### src/rtl/imm_decode_stage_pkg.sv
// imm_pkg: shared types and constants for the RV32I immediate-decode stage
package imm_pkg;

    localparam int DATA_W = 32;

    localparam logic [6:0] OP_LUI      = 7'b0110111;
    localparam logic [6:0] OP_AUIPC    = 7'b0010111;
    localparam logic [6:0] OP_JAL      = 7'b1101111;
    localparam logic [6:0] OP_JALR     = 7'b1100111;
    localparam logic [6:0] OP_BRANCH   = 7'b1100011;
    localparam logic [6:0] OP_LOAD     = 7'b0000011;
    localparam logic [6:0] OP_STORE    = 7'b0100011;
    localparam logic [6:0] OP_OP_IMM   = 7'b0010011;
    localparam logic [6:0] OP_OP       = 7'b0110011;
    localparam logic [6:0] OP_MISC_MEM = 7'b0001111;
    localparam logic [6:0] OP_SYSTEM   = 7'b1110011;

    typedef enum logic [2:0] {
        FMT_R = 3'd0,
        FMT_I = 3'd1,
        FMT_S = 3'd2,
        FMT_B = 3'd3,
        FMT_U = 3'd4,
        FMT_J = 3'd5
    } fmt_e;

    typedef struct packed {
        logic [DATA_W-1:0] instr;
        logic [DATA_W-1:0] pc;
        logic [DATA_W-1:0] imm;
        fmt_e              fmt;
        logic              illegal;
    } bundle_t;

    typedef enum logic [1:0] {
        ST_EMPTY = 2'd0,
        ST_ONE   = 2'd1,
        ST_TWO   = 2'd2
    } state_e;

endpackage

### src/rtl/imm_decode_stage_assemble.sv
// imm_assemble: combinational RV32I format classification and immediate assembly
module imm_assemble
    import imm_pkg::*;
(
    input  logic [31:0] instr,
    output logic [31:0] imm,
    output fmt_e        fmt,
    output logic        illegal
);

    logic [6:0] opcode;
    logic       sign;

    assign opcode = instr[6:0];
    assign sign   = instr[31];

    // classify the opcode; anything outside the base set is flagged illegal
    always_comb begin
        fmt     = FMT_R;
        illegal = 1'b0;
        case (opcode)
            OP_LUI, OP_AUIPC:                                  fmt = FMT_U;
            OP_JAL:                                            fmt = FMT_J;
            OP_JALR, OP_LOAD, OP_OP_IMM, OP_MISC_MEM, OP_SYSTEM: fmt = FMT_I;
            OP_BRANCH:                                         fmt = FMT_B;
            OP_STORE:                                          fmt = FMT_S;
            OP_OP:                                             fmt = FMT_R;
            default:                                           illegal = 1'b1;
        endcase
    end

    // gather the scattered immediate bits for the selected format
    always_comb begin
        imm = '0;
        case (fmt)
            FMT_I:   imm = {{20{sign}}, instr[31:20]};
            FMT_S:   imm = {{20{sign}}, instr[31:25], instr[11:7]};
            FMT_B:   imm = {{19{sign}}, sign, instr[7], instr[30:25], instr[11:8], 1'b0};
            FMT_U:   imm = {instr[31:12], 12'b0};
            FMT_J:   imm = {{11{sign}}, sign, instr[19:12], instr[20], instr[30:21], 1'b0};
            default: imm = '0;
        endcase
    end

endmodule

### src/rtl/imm_decode_stage.sv
// imm_decode_stage: registered immediate decode with a two-entry skid buffer
module imm_decode_stage
    import imm_pkg::*;
#(
    parameter int XLEN = 32
) (
    input  logic            clk,
    input  logic            rst,
    input  logic            flush,
    input  logic            in_valid,
    output logic            in_ready,
    input  logic [31:0]     in_instr,
    input  logic [XLEN-1:0] in_pc,
    output logic            out_valid,
    input  logic            out_ready,
    output logic [31:0]     out_instr,
    output logic [XLEN-1:0] out_pc,
    output logic [XLEN-1:0] out_imm,
    output logic [2:0]      out_fmt,
    output logic            out_illegal
);

    state_e      state, state_nx;
    bundle_t     main_q, skid_q, dec;
    logic [31:0] dec_imm;
    fmt_e        dec_fmt;
    logic        dec_illegal;
    logic        accept, drain;
    logic        load_main, load_skid, pop_skid;

    imm_assemble u_assemble (
        .instr   (in_instr),
        .imm     (dec_imm),
        .fmt     (dec_fmt),
        .illegal (dec_illegal)
    );

    assign dec = '{instr: in_instr, pc: in_pc, imm: dec_imm, fmt: dec_fmt, illegal: dec_illegal};

    // ready depends only on registered state, so out_ready never reaches in_ready
    assign in_ready  = !rst && state != ST_TWO;
    assign out_valid = state != ST_EMPTY;
    assign accept    = in_valid && in_ready && !flush;
    assign drain     = out_valid && out_ready;

    assign out_instr   = main_q.instr;
    assign out_pc      = main_q.pc;
    assign out_imm     = main_q.imm;
    assign out_fmt     = main_q.fmt;
    assign out_illegal = main_q.illegal;

    // occupancy transitions and which register captures what
    always_comb begin
        state_nx  = state;
        load_main = 1'b0;
        load_skid = 1'b0;
        pop_skid  = 1'b0;
        case (state)
            ST_EMPTY: begin
                if (accept) begin
                    state_nx  = ST_ONE;
                    load_main = 1'b1;
                end
            end
            ST_ONE: begin
                if (accept && !drain) begin
                    state_nx  = ST_TWO;
                    load_skid = 1'b1;
                end else if (accept) begin
                    load_main = 1'b1;
                end else if (drain) begin
                    state_nx = ST_EMPTY;
                end
            end
            ST_TWO: begin
                if (drain && !flush) begin
                    state_nx = ST_ONE;
                    pop_skid = 1'b1;
                end
            end
            default: state_nx = ST_EMPTY;
        endcase
    end

    // state and bundle registers; reset clears everything, flush only empties
    always_ff @(posedge clk) begin
        if (rst) begin
            state  <= ST_EMPTY;
            main_q <= '0;
            skid_q <= '0;
        end else begin
            state <= flush ? ST_EMPTY : state_nx;
            if (load_main)
                main_q <= dec;
            else if (pop_skid)
                main_q <= skid_q;
            if (load_skid)
                skid_q <= dec;
        end
    end

endmodule

### config.mk
export PLATFORM = sky130hd
export DESIGN_NAME = imm_decode_stage
export DESIGN_NICKNAME = d
export VERILOG_FILES = /design/src/rtl/imm_decode_stage_pkg.sv /design/src/rtl/imm_decode_stage_assemble.sv /design/src/rtl/imm_decode_stage.sv
export SDC_FILE = /design/constraint.sdc
export NUM_CORES = 1
export LEC_CHECK = 0
export ABC_AREA = 1
export CORE_MARGIN = 8
export CORE_UTILIZATION = 48
export CTS_BUF_LIST = sky130_fd_sc_hd__clkbuf_8
export DETAILED_ROUTE_END_ITERATION = 6
export GPL_TIMING_DRIVEN = 0
export PLACE_DENSITY_LB_ADDON = 0.15
export SYNTH_ARGS = -nofsm -noshare
export SYNTH_HDL_FRONTEND = slang
export SYNTH_SLANG_ARGS = --single-unit
### constraint.sdc
create_clock -name clk -period 1.8 [get_ports clk]
set_clock_uncertainty 0.2 [all_clocks]
set_input_delay 0.36 -clock clk [delete_from_list [all_inputs] [get_ports clk]]
set_output_delay 0.36 -clock clk [all_outputs]
set_load 0.01 [all_outputs]
==> results_dict.tcl, run 1 <==
set metrics [dict create \
    crit_buf_inv 2 \
    hold_start "in_instr[1]" \
    fin_cells 1666 \
    grt_max_degree 20 \
    min_period_over_period 1.041 \
    drt_iter0_drc 611 \
    cp-start-kind "flip-flop" \
    rsz0062_at_grt "yes" \
    avgSynthCellArea_um2 7.257 \
    h-tree-depth 2 \
    place_inst 1580 \
    ys_top_cells_by_area "dfxtp_1 (47%), a21oi_1 (9.1%), nand2_1 (8.7%)" \
    multi_input_area_um2 3690 \
    io_buffers 168 \
    arrival_ns 1.31 \
    preCtsSetupSlack_ns -0.8856 \
    fin_worst_hold_slack_ns 0.04497 \
    core_area_um2 17780 \
    yosys.area.top_type "dfxtp_1" \
    endpoint_kind "output pin" \
    clk_latency_ns 0.54 \
    finalSetupViolations 11 \
    yosys-top-cells-count "dfxtp_1 (202), nand2_1 (198), inv_1 (157), a21oi_1 (156), nor2_1 (107)" \
    syn-cell-area_um2 8584 \
    synth_top_area_frac 0.4711 \
    clock_path_buffers 3 \
    final_util 0.6761 \
    num-nets-final 1480 \
    fin_crit_ns 1.874 \
    root_buffer "clkbuf_8" \
    grt_pass1_wl_um 42860 \
    crit_chain "inv_4, nor2_4, nor2_1, clkbuf_2" \
    die_x_um 149.7 \
    syn2layout_area_growth_pct 40.02 \
    pin_count 171 \
    cap_violations 0 \
    cp.required_ns 1.24 \
    vias 8763 \
    antenna_left 0 \
    cpMaxStageDelayCell "dfxtp_2" \
    setup_slack_ns -0.07445 \
    ys_seq_elements 202 \
    synthCells 1183 \
    dp_hpwl_um 20000 \
    std_cell_rows 49 \
    final_hold_viol_count 0 \
    wirelength_um 28990 \
    yosysMostFrequentCell "dfxtp_1" \
    p_per_area_nw_per_um2 834.6 \
    seqCellArea_um2 4049 \
    worst-setup-path-type "reg -> out" \
    gp_congestion 0.9246 \
    max-vdd-ir-drop_mv 0.5744 \
    numCtsBuffers 36 \
    wl_per_cell_um 17.40 \
    startpoint "state[1]" \
    rr_startpoint "state[1]" \
    violations "setup timing" \
    synth_cell_types 32 \
    slew_headroom 0.5651 \
    status "finished, violations left" \
    p_leak_nw 5.364 \
    grt.total_usage 0.2396 \
    yosys_warnings 0 \
    firstDrtPassIters 6 \
    cts.sinks 202 \
    drv_slew 0 \
    drive_gt1_frac 0.1462 \
    grt_pass1_vias 8212 \
    synthArstFlopShare 0 \
    fp.dieArea_um2 22420 \
    hp-class "in -> reg" \
    synth-edff-count 0 \
    antenna_found_initial 2 \
    drc_errors 0 \
    cts.reportedPaths.clkPinSlew_ns 0.06 \
    nFillCells 1568 \
    critPathTopFamily "flip-flops" \
    vias_per_cell 5.260 \
    crit_fanout 4 \
    start_util 0.4828 \
    cts_tree "done" \
    die_h_um 149.7 \
    cpPeakStageDelay_ns 0.35 \
    ys_seq_area_frac 0.4711 \
    syn-num-nets 1252 \
    synthFlopType "dfxtp_1" \
    fmax_mhz 533.5 \
    grt_overflow 0 \
    worst_pin_slew_ns 0.6524 \
]
## state kept, by name, indices dropped and copies added (netlist names)
register     cells
out_pc          32
out_illegal      1
out_imm         32
out_instr       32
state            2
skid_q         100
out_fmt          3
## metal layers
layer	wire, um	vias up	part of all wire	global-route usage
li1	-	4313	-	-
met1	12010	4028	0.41	0.2987
met2	13750	362	0.47	0.3962
met3	2554	58	0.088	0.06138
met4	668	2	0.023	0.08046
met5	13	-	0.00045	0
## path summary, 6_finish.rpt
path,to,slack (ns),cells after the start
worst max-delay path,in_ready,-0.07,4
worst min-delay path,skid_q[69],0.04,3
worst max register to register,out_instr[13],-0.04,13
worst min register to register,skid_q[66],0.25,2
## layout by cell type (no fill, tap or decap), types with 12 or more instances in the layout
master and n:
dfxtp_1 200, nand2_1 192, inv_1 164, a21oi_1 141
nor2_1 107, dlygate4sd2_1 104, o21ai_0 83, clkdlybuf4s50_1 57
o21ai_1 55, clkbuf_8 45, nand3_1 29, nand4_1 21
buf_4 19, clkbuf_1 19, o22ai_1 19, a31oi_1 16
a21oi_2 15, clkbuf_2 13, buf_6 12
## worst register-to-register path: stages (launching register included)
cell,delay (ns)
dfxtp_2,0.35
inv_4,0.05
nand2_1,0.06
nor2_2,0.05
inv_2,0.06
nand2_4,0.06
nand2_8,0.12
clkinv_8,0.10
buf_12,0.15
buf_8,0.13
nand2_1,0.08
o21ai_2,0.06
a21oi_1,0.15
nor2_1,0.06
## repair_timing
item                       CTS  global route
buffers inserted             8             4
gates resized for setup    157           140
pin swaps                    5            19
hold buffers                 0             0
cloned                       0            11
setup endpoints to repair  284           157
## area by class of cell
type                            instances  area share
Sequential cell                       202      0.3368
Timing Repair Buffer                  191      0.1623
Clock buffer                           45     0.05152
Clock inverter                         18     0.01114
Tap cell                              229     0.02384
Antenna cell                            1   0.0002082
Inverter                              168     0.05454
Buffer                                 81     0.05267
Multi-Input combinational cell        731      0.3070
## metrics by stage
step,setup TNS [ns],power [W],cell area (um^2)
floorplan,0,0.005084,8584
global placement,-118.49,0.005555,10550
detailed placement,-121.65,0.005562,10550
CTS,-0.2118,0.009946,11370
global route,-2.900,0.01037,12020
finish,-0.1812,0.01003,12020
## cells by family (layout without fill, tap and decap cells)
family	Yosys count	after routing	share of synthesized area
AOI/OAI and AO/OA	358	358	0.2204
buffers and inverters	250	503	0.1230
DFF	202	202	0.4711
other	0	1	0
and+or+nand+nor	373	373	0.1855
## where the power goes
part / leakage, nW / total (W) / internal [W] / switching [W]
Combinational: 3.31 / 0.000942 / 0.000423 / 0.000519
Sequential: 1.63 / 0.00460 / 0.00455 / 0.0000467
Clock: 0.420 / 0.00449 / 0.00254 / 0.00195
Total: 5.36 / 0.0100 / 0.00752 / 0.00251
No activity file was read; power rests on OpenSTA's default activity.
==> run 2: changes to the inputs <==
Settings changed: ABC_CLOCK_PERIOD_IN_PS set to 1800.
==> results of run 2 <==
No change in the layout: final DEF, timing and power equal those of run 1.
